File: src/rtl/ctrl_porta.sv
// ctrl_porta -- elevator car door controller.
//
// Drives the door motor through the open/hold/close cycle, watches the
// fully-open / fully-closed sensors, reopens on request while closing,
// and latches a fault if a transition takes too long or the sensors
// contradict each other. A fault is cleared only by reset.
//
// Parameters
//   T_HOLD     cycles the door stays fully open before closing by itself
//   T_TIMEOUT  max cycles allowed for an open or close stroke
//
// Ports
//   clk            system clock, rising edge
//   rst            asynchronous reset, active low
//   req_abrir      one-cycle open request from the car controller
//   openDoor       open/hold button (level)
//   closeDoor      close button (level)
//   spa            door-fully-open sensor
//   spf            door-fully-closed sensor
//   potencia       power good (0 = power loss)
//   motorPorta     motor command: 00 stop, 01 open, 10 close
//   porta_fechada  door closed and locked, car may move
//   falha          sticky door fault
module ctrl_porta #(
    parameter int T_HOLD    = 50,
    parameter int T_TIMEOUT = 40
) (
    input  logic       clk,
    input  logic       rst,
    input  logic       req_abrir,
    input  logic       openDoor,
    input  logic       closeDoor,
    input  logic       spa,
    input  logic       spf,
    input  logic       potencia,
    output logic [1:0] motorPorta,
    output logic       porta_fechada,
    output logic       falha
);

    typedef enum logic [2:0] {
        FECHADA  = 3'd0,
        ABRINDO  = 3'd1,
        ABERTA   = 3'd2,
        FECHANDO = 3'd3,
        FALHA    = 3'd4
    } state_t;

    localparam logic [1:0] MOT_STOP  = 2'b00;
    localparam logic [1:0] MOT_OPEN  = 2'b01;
    localparam logic [1:0] MOT_CLOSE = 2'b10;

    // A counter that already holds LAST before an edge has seen its full
    // span once that edge is counted, so the decision is taken on LAST.
    localparam logic [7:0] TMO_LAST  = 8'(T_TIMEOUT - 1);
    localparam logic [7:0] HOLD_LAST = 8'(T_HOLD - 1);

    state_t     r_state;
    state_t     w_state_next;
    logic [7:0] r_timer;
    logic [7:0] w_timer_next;
    logic [7:0] r_hold;
    logic [7:0] w_hold_next;
    logic [1:0] r_motor;
    logic [1:0] w_motor_next;
    logic [7:0] w_timer_inc;
    logic [7:0] w_hold_inc;

    // Saturating increments: the counters must never wrap back to zero.
    assign w_timer_inc = (r_timer == 8'hFF) ? r_timer : r_timer + 8'd1;
    assign w_hold_inc  = (r_hold  == 8'hFF) ? r_hold  : r_hold  + 8'd1;

    always_ff @(posedge clk or negedge rst) begin
        if (!rst) begin
            r_state <= FECHADA;
            r_timer <= 8'd0;
            r_hold  <= 8'd0;
            r_motor <= MOT_STOP;
        end else begin
            r_state <= w_state_next;
            r_timer <= w_timer_next;
            r_hold  <= w_hold_next;
            r_motor <= w_motor_next;
        end
    end

    always_comb begin
        w_state_next = r_state;
        w_timer_next = r_timer;
        w_hold_next  = r_hold;
        w_motor_next = MOT_STOP;

        // Without power everything holds still; only the motor drops to stop.
        if (potencia) begin
            if (r_state != FALHA && spa && spf) begin
                // Both end-of-travel sensors at once cannot be a real door.
                w_state_next = FALHA;
            end else begin
                case (r_state)
                    FECHADA: begin
                        if (req_abrir || openDoor) begin
                            w_state_next = ABRINDO;
                            w_timer_next = 8'd0;
                        end
                    end
                    ABRINDO: begin
                        if (spa) begin
                            w_state_next = ABERTA;
                            w_hold_next  = 8'd0;
                        end else if (r_timer >= TMO_LAST) begin
                            w_state_next = FALHA;
                        end else begin
                            w_timer_next = w_timer_inc;
                        end
                    end
                    ABERTA: begin
                        // Holding the open button beats both the close
                        // button and the auto-close timer.
                        if (openDoor) begin
                            w_hold_next = 8'd0;
                        end else if (closeDoor || r_hold >= HOLD_LAST) begin
                            w_state_next = FECHANDO;
                            w_timer_next = 8'd0;
                        end else begin
                            w_hold_next = w_hold_inc;
                        end
                    end
                    FECHANDO: begin
                        // A reopen request wins even if the door just closed.
                        if (openDoor || req_abrir) begin
                            w_state_next = ABRINDO;
                            w_timer_next = 8'd0;
                        end else if (spf) begin
                            w_state_next = FECHADA;
                        end else if (r_timer >= TMO_LAST) begin
                            w_state_next = FALHA;
                        end else begin
                            w_timer_next = w_timer_inc;
                        end
                    end
                    FALHA: begin
                        w_state_next = FALHA;
                    end
                    default: begin
                        w_state_next = FALHA;
                    end
                endcase
            end

            // Motor register follows the state being entered at this edge.
            case (w_state_next)
                ABRINDO:  w_motor_next = MOT_OPEN;
                FECHANDO: w_motor_next = MOT_CLOSE;
                default:  w_motor_next = MOT_STOP;
            endcase
        end
    end

    assign motorPorta    = r_motor;
    assign falha         = (r_state == FALHA);
    // Locked only while actually seen closed, including during reset.
    assign porta_fechada = (r_state == FECHADA) && spf;

endmodule
File: config.mk
export PLATFORM = sky130hd
export DESIGN_NAME = ctrl_porta
export DESIGN_NICKNAME = d
export VERILOG_FILES = /design/src/rtl/ctrl_porta.sv
export SDC_FILE = /design/constraint.sdc
export NUM_CORES = 1
export LEC_CHECK = 0
export CELL_PAD_IN_SITES_DETAIL_PLACEMENT = 1
export CELL_PAD_IN_SITES_GLOBAL_PLACEMENT = 1
export CORE_MARGIN = 3
export CORE_UTILIZATION = 43
export DETAILED_ROUTE_END_ITERATION = 8
export GPL_ROUTABILITY_DRIVEN = 0
export PLACE_DENSITY = 0.77
export SLEW_MARGIN = 25
export SYNTH_ARGS = -nofsm -noshare
export SYNTH_HDL_FRONTEND = slang
export SYNTH_SLANG_ARGS = --single-unit
File: constraint.sdc
create_clock -name clk -period 2.4 [get_ports clk]
set_clock_uncertainty 0.2 [all_clocks]
set_input_delay 0.72 -clock clk [delete_from_list [all_inputs] [get_ports clk]]
set_output_delay 0.72 -clock clk [all_outputs]
set_load 0.01 [all_outputs]
# Word level (Yosys, flattened, before mapping)
# Index checks and enable logic that the tools add are counted.
# word_totals
mem_count,0
input_bits,8
word_cells,62
reg_bits,21
latchBits,0
ram_bits,0
mem_bits_ro,0
output_inout_bits,4
# op_classes
addsub,2
eq_ne,17
div_mod_pow,0
n_mux,26
n_lt_le_gt_ge,2
n_shift,0
bitwise_logic,1
n_reduce_logical,10
multipliers,0
# op_table
op,n
8-bit two-way mux,12
8-bit case mux with 4 select lines,1
3-bit two-way mux,9
"8-bit by 1-bit adder with 8-bit output, second input constant",2
"8-bit equality test, second input constant",2
"8-bit by 6-bit greater-or-equal comparator with 1-bit output, second input constant",2
8-bit case mux with 2 select lines,1
"3-bit != test, second input constant",4
3-bit case mux with 4 select lines,1
"2-bit != test, second input constant",5
"3-bit by 2-bit equality test with 1-bit output, second input constant",3
8-bit AND reduction,1
"3-bit by 1-bit equality test with 1-bit output, second input constant",2
6-bit AND reduction,1
2-bit case mux with 2 select lines,1
4-bit nonzero test,1
"3-bit equality test, second input constant",1
1-bit logical AND,3
3-bit logical NOT,1
1-bit logical OR,2
2-bit two-way mux,1
2-bit nonzero test,1
1-bit inverter,1

# Longest topological paths before layout
# Gate-level depths: netlist (run 1).
# depth
ltp_word,10
depth_mapped,7
depth_no_buf,7

# Worst setup path before layout (run 1)
# OpenSTA, ideal clock, no wires.
# synth_path
kind,input to register
startpoint,input openDoor
endpoint,register r_hold[2]
required_time_ps,2071
path_stages,5
arrival_time_ps,1806
path_buffers,1
path_slack_ps,265
setup_ps,129
path_cell_list,or3_1 clkbuf_1 o221ai_2 or2_1 o21ai_0
# synth_via
elab_chain_cells,2
word_cells_on_any_way,5
classes_between,eq/ne: 2; mux: 2; reduce/logical: 1
# synth_lines
element,line_no,source
from (decl),31,"input logic openDoor,"
3-bit != test (no line) / 8-bit two-way mux (equally long branches),-,
6-bit AND reduction (no line) / 8-bit case mux with 2 select lines (equally long branches),-,
to (signal assigned),82,r_hold <= w_hold_next;
to (decl),62,logic [7:0] r_hold;
# Parallel ways exist; a longest one is shown, timed or not.
# A chain may end at the register's enable or synchronous reset.

# Worst setup path in the final report (run 1)
# layout_path
startpoint,input openDoor
endpoint,register r_state[0]
# layout_via
elab_chain_cells,5
word_cells_on_any_way,7
classes_between,mux: 6; reduce/logical: 1
# layout_lines
element,line_no,source
1-bit logical OR,"101, 130",
"3-bit two-way mux, on equally long branches","130, 101",
3-bit case mux with 4 select lines (*),99,case (r_state)
3-bit two-way mux (*),95,if (r_state != FALHA && spa && spf) begin
3-bit two-way mux (*),94,if (potencia) begin
to (signal assigned),80,r_state <= w_state_next;
to (decl),58,state_t r_state;
# Every way passes the cells marked *; elsewhere a longest branch is shown, timed or not. The select of a mux whose other input is x is not followed.

==> flow_summary.yaml, run 1 <==
die:
  core-area_sq_um: 2610
  io_pins: 12
  row_count: 18
  die-height_microns: 59.7
  die_w_microns: 59.7
  die-area_sq_um: 3560
  start_util: 0.475
yosys:
  ys.flop_type: "dfrtp_1"
  synth_edf_count: 0
  synth_seq_cells: 21
  yosys_warnings: 0
  synth_nets: 148
  seq_area_frac_synth: 0.424
  async_flop_share: 1.00
  synthCells: 136
  netlist_area_sq_um: 1240
  synth_cell_types: 42
  avgSynthCellArea_sq_um: 9.12
power:
  p_per_area_nw_per_um2: 391
  leakagePower_nw: 0.689
  peakVddDrop_mv: 0.332
outcome:
  outcome: "finished, final reports clean"
global_routing:
  grt_pass1_vias: 1222
  track_usage: 0.229
  grt_max_degree: 22
  grt_overflow: 0
  grt_pass1_wl_microns: 6070
  antenna_found_initial: 0
timing:
  relSlewSlack: 0.723
  finalCriticalPeriod_ns: 2.29
  fin_crit_sh: 0.954
  slew_viol_final: 0
  hold_slack_ns: 0.327
  timing.fmax_mhz: 437
  setup_viol: 0
  final-hold-violation-count: 0
  worst_pin_slew_ns: 0.409
place:
  dp_cells: 193
  dp_hpwl_microns: 2680
  port_buffers: 11
routing:
  drt_iter0_drc: 21
  top_layer_used: "met4"
  drt_wl_total_microns: 3510
  route.detailed.drc: 0
  vias_per_cell: 5.92
  wl_met2_microns: 1750
  met3WireLength_microns: 84
  drtAntennaViolNets: 0
  num_vias: 1184
  wl_met1_microns: 1620
  wl_per_cell_microns: 17.6
  first_pass_iters: 4
cts:
  cts_sinks: 21
  numCtsBuffers: 3
  insertion_delay_ns: 0.31
  cts-root-buf: "clkbuf_4"
  clkTransAtPathRegs_ns: 0.12
  clk_path_buf_depth: 2
  tritoncts: "done"
  htreeDepth: 1
  postCtsHoldBufs: 0
critical_path:
  critPathArrivalTime_ns: 2.30
  r2r_start: "r_timer[0]$_DFFE_PN0P_"
  critPathSlowestCell: "clkdlybuf4s50_1"
  cp_top_family: "buffers and inverters"
  crit_buf_inv: 3
  crit_required_ns: 2.41
  r2r_slack_ns: 0.12
  cp_slowest_stage_delay_ns: 0.42
  rr_worst_depth: 6
  path_common_cell: "buf_4"
  crit_path_cell_trace: "clkdlybuf4s50_1 > buf_4 > nor2_1 > nor4_1 > a41o_1 > o21ai_1 > buf_4 > o21ai_0"
  crit_fanout: 4
  crit_cells: 8
  r2r-end: "r_timer[0]$_DFFE_PN0P_"
  critPathKind: "in2reg"
  worstSetupEndpointType: "register"
  setup.worst_path.start_class: "primary input"
min_path:
  holdCritPathClass: "reg2reg"
  min_from: "r_hold[5]$_DFFE_PN0P_"
  worstHoldEndpoint: "r_hold[5]$_DFFE_PN0P_"
  whs_path_depth: 1
finish:
  nets: 183
  mostFrequentLayoutCells: "buf_4, dfrtp_1, o21ai_0, nand2_1"
  layout-drive-gt1-share: 0.218
  diodes: 0
  layout_commonest_cell: "buf_4"
  postLayoutCoreUtil: 0.609
  fillers: 309
  area_delta_synth_final_pct: 28.3
  instances_no_fill: 200
run:
  max_cap_violations: 0
cells by family after synthesis:
kind of cell / synth area share
buf+inv: 0.0303
fa+ha+maj: 0.0404
compound gates: 0.225
mux: 0.00908
simple gates: 0.271
flops: 0.424
synth_stat cells (2+ instances only):
library cell,number,area (sq um)
dfrtp_1,21,526
o21ai_0,13,65.1
nand2_1,12,45.0
nand3_1,11,55.1
nor2_1,11,41.3
inv_1,6,22.5
a21oi_1,4,20.0
and2_1,4,25.0
ha_1,4,50.1
nor3_1,4,20.0
a21boi_0,3,22.5
nor2b_1,3,18.8
nor4b_1,3,26.3
o22a_1,3,26.3
and3_1,2,12.5
clkbuf_1,2,7.51
nor4_1,2,12.5
o21a_1,2,15.0
o31ai_1,2,15.0
or4_1,2,15.0
worst max path at each step:
| stage | start | to | slack [ns] |
|---|---|---|---|
| global route | r_hold[1]$_DFFE_PN0P_ | r_hold[4]$_DFFE_PN0P_ | -0.002 |
| global placement | spf | porta_fechada | -0.52 |
| floorplan | openDoor | r_hold[2]$_DFFE_PN0P_ | 0.27 |
| finish | openDoor | r_state[0]$_DFFE_PN0P_ | 0.11 |
| CTS | r_hold[1]$_DFFE_PN0P_ | r_hold[4]$_DFFE_PN0P_ | 0.05 |
| detailed placement | spf | porta_fechada | -0.55 |
through the flow:
stage	worst slack (ns)	instance area (sq um)	setup TNS [ns]	power (mW)
final	0.112	1590	0	0.622
after floorplan	0.265	1240	0	0.408
after CTS	0.0459	1570	0	0.626
after detailed placement	-0.554	1520	-4.60	0.447
after global placement	-0.516	1520	-3.32	0.442
after global routing	-0.00226	1590	-0.00226	0.654
worst reg2reg max path: stages (launching register included):
cell and delay, ns:
dfrtp_1 0.44, ha_1 0.27, a211o_1 0.31, a211oi_4 0.34, a41o_1 0.22, o21ai_1 0.12
mux2_2 0.29
report_power, final:
part           switching, mW  internal, mW
logic                 0.0288        0.0327
registers             0.0150         0.366
clock network          0.117        0.0624
total                  0.161         0.461
sequential cells by signal, summed over array words and instances (netlist names):
| register | cells |
|---|---|
| r_hold | 8 |
| r_timer | 8 |
| r_state | 3 |
| motorPorta | 2 |
final cells by class:
cell class	count	area, sq um	share of cell area
Clock inverter	1	5.00	0.00315
Tap cell	30	37.5	0.0236
Timing Repair Buffer	33	268	0.168
Inverter	6	22.5	0.0142
Clock buffer	3	22.5	0.0142
Multi-Input combinational cell	106	708	0.445
Sequential cell	21	527	0.331
layer usage:
layer | track usage | vias up
li1 | - | 570
met1 | 0.285 | 588
met2 | 0.403 | 21
met3 | 0.0281 | 5
met4 | 0.0854 | 0
met5 | 0 | -
what timing repair did:
item | 4_1_cts | 5_1_grt
hold endpoints to repair | 0 | 0
resized for setup | 10 | 3
gates cloned | 0 | 0
endpoints found under the setup margin | 2 | 7
buffers inserted | 3 | 0
Power figures use the tool's default switching activity.
==> run 2, diff against run 1 <==
--- a/config.mk
+++ b/config.mk
@@ -11,7 +11,7 @@
 export CORE_UTILIZATION = 43
 export DETAILED_ROUTE_END_ITERATION = 8
 export GPL_ROUTABILITY_DRIVEN = 0
-export PLACE_DENSITY = 0.77
+export PLACE_DENSITY = 0.78
 export SLEW_MARGIN = 25
 export SYNTH_ARGS = -nofsm -noshare
 export SYNTH_HDL_FRONTEND = slang
==> run 2 against run 1 <==
Against the previous run: global-route usage fell by 1.6 points; power decreased by 0.53%; via count fell by 0.51%; register-to-register slack is essentially flat; clock power barely moved; combinational power is 6.2% lower; non-clock buffer count is 3 lower; setup slack worse by 0.010 ns; largest power group unchanged.
==> flow_summary.yaml, run 2 (synthesis results as in run 1) <==
place:
  dp_hpwl_microns: 2420
  port_buffers: 11
  dp_slack_ns: -0.536
  dp_cells: 191
timing:
  setup_viol: 0
  final-hold-violation-count: 0
  fin_ws_ns: 0.101
  relSlewSlack: 0.688
  hold_slack_ns: 0.314
  finalCriticalPeriod_ns: 2.30
  timing.fmax_mhz: 435
  slew_viol_final: 0
  worst_pin_slew_ns: 0.461
  rsz0062_at_grt: "false"
  fin_crit_sh: 0.958
cts:
  tritoncts: "done"
  clkTransAtPathRegs_ns: 0.13
  numCtsBuffers: 3
  clk_path_buf_depth: 2
  cts_sinks: 21
  insertion_delay_ns: 0.31
  cts-root-buf: "clkbuf_4"
  htreeDepth: 1
power:
  peakVddDrop_mv: 0.262
  power_frac_seq: 0.614
  p_clk_frac: 0.292
  power_switching_mw: 0.160
  pwr-share-comb: 0.093
  p_per_area_nw_per_um2: 396
  swShare: 0.259
  leakagePower_nw: 0.670
  p_int_mw: 0.459
critical_path:
  crit_fanout: 6
  setup.worst_path.start_class: "primary input"
  worstSetupEndpointType: "register"
  crit_required_ns: 2.46
  r2r_slack_ns: 0.12
  critPathArrivalTime_ns: 2.36
  critPathKind: "in2reg"
min_path:
  holdCritPathClass: "reg2reg"
global_routing:
  grt_pass1_vias: 1285
  grt_overflow: 0
  grt_max_degree: 22
  track_usage: 0.214
  grt_pass1_wl_microns: 5800
  antenna_found_initial: 0
finish:
  nets: 180
  diodes: 0
  area_delta_synth_final_pct: 26.0
  instances_no_fill: 197
  mostFrequentLayoutCells: "dfrtp_1, buf_4, o21ai_0, nand2_1, nor2_1"
  postLayoutCoreUtil: 0.598
  layout-drive-gt1-share: 0.198
  layout_commonest_cell: "dfrtp_1"
  largestRegisters: "r_hold x8, r_timer x8, r_state x3"
die:
  die-height_microns: 59.7
  io_pins: 12
  row_count: 18
  start_util: 0.475
  die-area_sq_um: 3560
  core-area_sq_um: 2610
  die_w_microns: 59.7
routing:
  first_pass_iters: 4
  drtAntennaViolNets: 0
  vias_per_cell: 5.98
  num_vias: 1178
  drt_iter0_drc: 32
  drt_wl_total_microns: 3320
  wl_per_cell_microns: 16.8
  route.detailed.drc: 0
outcome:
  outcome: "finished, final reports clean"
run:
  max_cap_violations: 0
## run 2: metal layers
metal	vias up	routed length, microns	share of wire	GRT usage
met1	594	1460	0.44	0.268
met5	-	0	0	0
li1	561	-	-	-
met3	8	40	0.012	0.0259
met4	0	58	0.017	0.0665
met2	15	1750	0.53	0.378
## run 2: final cells by class
| type | count | area (sq um) |
|---|---|---|
| Fill cell | 315 | 1050 |
| Multi-Input combinational cell | 106 | 703 |
| Sequential cell | 21 | 527 |
| Timing Repair Buffer | 30 | 245 |
| Tap cell | 30 | 37.5 |
| Clock buffer | 3 | 22.5 |
| Inverter | 6 | 22.5 |
| Clock inverter | 1 | 5.00 |
## run 2: what timing repair did
item / in CTS / in global routing
setup endpoints to repair: 2 / 5
gates resized for setup: 9 / 3
hold buffers: 0 / 0
buffers inserted: 2 / 0
## run 2: critical path, stage by stage
cell	delay [ns]
clkdlybuf4s50_1	0.52
nand2_1	0.17
and2_1	0.20
nand3_2	0.15
or4_1	0.50
nand3_1	0.10
## run 2: worst paths after layout
kind / from / cells after the start / end
max in group asynchronous: rst / 2 / r_state[0]$_DFFE_PN0P_
hold / removal: r_hold[5]$_DFFE_PN0P_ / 1 / r_hold[5]$_DFFE_PN0P_
setup / recovery: spa / 6 / r_timer[3]$_DFFE_PN0P_
min in group asynchronous: rst / 2 / r_hold[5]$_DFFE_PN0P_
hold reg to reg: r_hold[5]$_DFFE_PN0P_ / 1 / r_hold[5]$_DFFE_PN0P_
setup reg to reg: r_timer[0]$_DFFE_PN0P_ / 6 / r_timer[3]$_DFFE_PN0P_
## run 2: metrics by stage
step / cell area, sq um / total power, mW / setup TNS [ns]
2_1_floorplan: 1240 / 0.408 / 0
3_3_place_gp: 1500 / 0.440 / -3.51
3_5_place_dp: 1500 / 0.445 / -4.25
4_1_cts: 1540 / 0.622 / 0
5_1_grt: 1560 / 0.647 / 0
6_report: 1560 / 0.619 / 0
## run 2: power by group through the flow
stage | Clock, mW | Combinational (mW) | Sequential (mW)
floorplan | 0 | 0.0244 | 0.383
global placement | 0 | 0.0544 | 0.386
detailed placement | 0 | 0.0574 | 0.387
CTS | 0.185 | 0.0574 | 0.380
global route | 0.200 | 0.0645 | 0.383
finish | 0.181 | 0.0578 | 0.380
==> run 3, diff against run 2 <==
--- a/config.mk
+++ b/config.mk
@@ -12,7 +12,6 @@
 export DETAILED_ROUTE_END_ITERATION = 8
 export GPL_ROUTABILITY_DRIVEN = 0
 export PLACE_DENSITY = 0.78
-export SLEW_MARGIN = 25
 export SYNTH_ARGS = -nofsm -noshare
 export SYNTH_HDL_FRONTEND = slang
 export SYNTH_SLANG_ARGS = --single-unit
==> constraint.sdc (replaced) <==
create_clock -name clk -period 2.2 [get_ports clk]
set_clock_uncertainty 0.2 [all_clocks]
set_input_delay 0.66 -clock clk [delete_from_list [all_inputs] [get_ports clk]]
set_output_delay 0.66 -clock clk [all_outputs]
set_load 0.01 [all_outputs]
==> run 3 against run 2 <==
Against the previous run: sequential power rose by 8.7%; cell area rose by 7.8%; worst hold slack got worse by 0.0041 ns; critical endpoint is now r_hold[4]$_DFFE_PN0P_; die area did not move; via count rose by 4.1%; sequential cell count did not move.
==> flow_summary.yaml, run 3 (synthesis results as in run 1) <==
outcome:
  outcome: "finished, final reports clean"
die:
  io_pins: 12
  core-area_sq_um: 2610
  row_count: 18
  start_util: 0.475
  die-area_sq_um: 3560
  die_w_microns: 59.7
  die-height_microns: 59.7
cts:
  clk_path_buf_depth: 2
  insertion_delay_ns: 0.32
  postCtsHoldBufs: 0
  tritoncts: "done"
  clkTransAtPathRegs_ns: 0.13
  htreeDepth: 1
  cts_sinks: 21
  cts-root-buf: "clkbuf_4"
  numCtsBuffers: 3
timing:
  setup_viol: 0
  timing.fmax_mhz: 463
  fin_ws_ns: 0.0392
  relSlewSlack: 0.721
  rsz0062_at_grt: "true"
  final-hold-violation-count: 0
  slew_viol_final: 0
  fin_crit_sh: 0.982
  finalCriticalPeriod_ns: 2.16
  worst_pin_slew_ns: 0.415
critical_path:
  crit_path_start: "r_state[0]$_DFFE_PN0P_"
  crit_required_ns: 2.25
  crit_path_cell_trace: "buf_4 > buf_4 > nand2b_4 > or3_4 > buf_4 > or2_4 > o31ai_2"
  cp_slowest_stage_delay_ns: 0.42
  r2r_start: "r_state[0]$_DFFE_PN0P_"
  setup.worst_path.start_class: "register"
  critPathKind: "reg2reg"
  worstSetupEndpointType: "register"
  r2r-end: "r_hold[4]$_DFFE_PN0P_"
  r2r_slack_ns: 0.04
  critPathArrivalTime_ns: 2.21
  endpoint: "r_hold[4]$_DFFE_PN0P_"
  rr_worst_depth: 7
  path_common_cell: "buf_4"
  critPathSlowestCell: "dfrtp_1"
  crit_fanout: 5
finish:
  area_delta_synth_final_pct: 35.9
  postLayoutCoreUtil: 0.645
  layout_commonest_cell: "buf_4"
  mostFrequentLayoutCells: "buf_4, dfrtp_1, nand2_1, o21ai_0, nand3_1"
  diodes: 0
  layout-drive-gt1-share: 0.318
  fillers: 314
  nets: 189
  largestRegisters: "r_hold x8, r_timer x8, r_state x3"
routing:
  first_pass_iters: 4
  drtAntennaViolNets: 0
  num_vias: 1226
  drt_iter0_drc: 45
  route.detailed.drc: 0
  wl_per_cell_microns: 18.9
  vias_per_cell: 5.95
  drt_wl_total_microns: 3900
power:
  p_per_area_nw_per_um2: 412
  peakVddDrop_mv: 0.392
  leakagePower_nw: 0.741
min_path:
  holdCritPathClass: "reg2reg"
  min_from: "r_hold[5]$_DFFE_PN0P_"
place:
  port_buffers: 11
  dp_slack_ns: -0.624
  dp_hpwl_microns: 2730
global_routing:
  grt_overflow: 0
  antenna_found_initial: 0
  track_usage: 0.234
  grt_pass1_vias: 1320
  grt_pass1_wl_microns: 6240
  grt_max_degree: 22
run:
  max_cap_violations: 0
[run 3: cell types whose count changed in the layout (fill, tap and decap cells not counted), sizes merged]
cell	before	now
buf	20	29
dlygate4sd2	2	1
clkbuf	3	4
dlymetal6s2s	0	1
clkdlybuf4s50	8	7
[run 3: worst min path at each step]
stage,to,slack (ns),cells past startpoint
final,r_hold[5]$_DFFE_PN0P_,0.31,1
after global routing,r_hold[4]$_DFFE_PN0P_,0.33,1
after CTS,r_hold[5]$_DFFE_PN0P_,0.31,1
after detailed placement,r_hold[5]$_DFFE_PN0P_,0.29,1
after global placement,r_hold[7]$_DFFE_PN0P_,0.27,1
after floorplan,motorPorta[0]$_DFF_PN0_,0.16,0
[run 3: final cells by class]
| type | count | area, sq um | area share |
|---|---|---|---|
| clock buffer | 3 | 22.5 | 0.0134 |
| clock inverter | 1 | 5.00 | 0.00297 |
| inverter | 6 | 22.5 | 0.0134 |
| multi-input combinational | 106 | 757 | 0.449 |
| sequential | 21 | 526 | 0.312 |
| tap | 30 | 37.5 | 0.0223 |
| timing repair buffer | 39 | 315 | 0.187 |
[run 3: through the flow]
step           TNS (ns)  cell area [sq um]  power [mW]  hold WS (ns)  instances
2_1_floorplan         0               1240       0.445         0.164        136
3_3_place_gp      -6.31               1550       0.488         0.274        198
3_5_place_dp      -7.11               1550       0.494         0.287        198
4_1_cts               0               1630       0.695         0.315        205
5_1_grt          -0.147               1690       0.722         0.330        206
6_report              0               1690       0.695         0.309        206
[run 3: repair_timing]
item,CTS,global route
pin swaps,3,6
setup endpoints to repair,11,14
buffers inserted,3,1
resized for setup,16,15
[run 3: routing by layer]
metal | wire (microns) | global-route usage
met5 | 0 | 0
met4 | 65 | 0.0696
met3 | 97 | 0.0389
met2 | 2140 | 0.435
met1 | 1600 | 0.269
[run 3: power by group]
part	switching (mW)	internal [mW]	total, mW	leakage [nW]
combinational	0.0370	0.0429	0.0799	0.438
sequential	0.0133	0.399	0.413	0.285
clock	0.134	0.0681	0.202	0.0177
total	0.184	0.511	0.695	0.741
[run 3: worst max-delay path: cells and delay by family, from the launching register on]
family          cells  cell delay, ns
compound gates      1            0.22
buf+inv             3            0.45
flops               1            0.42
simple gates        3            0.79
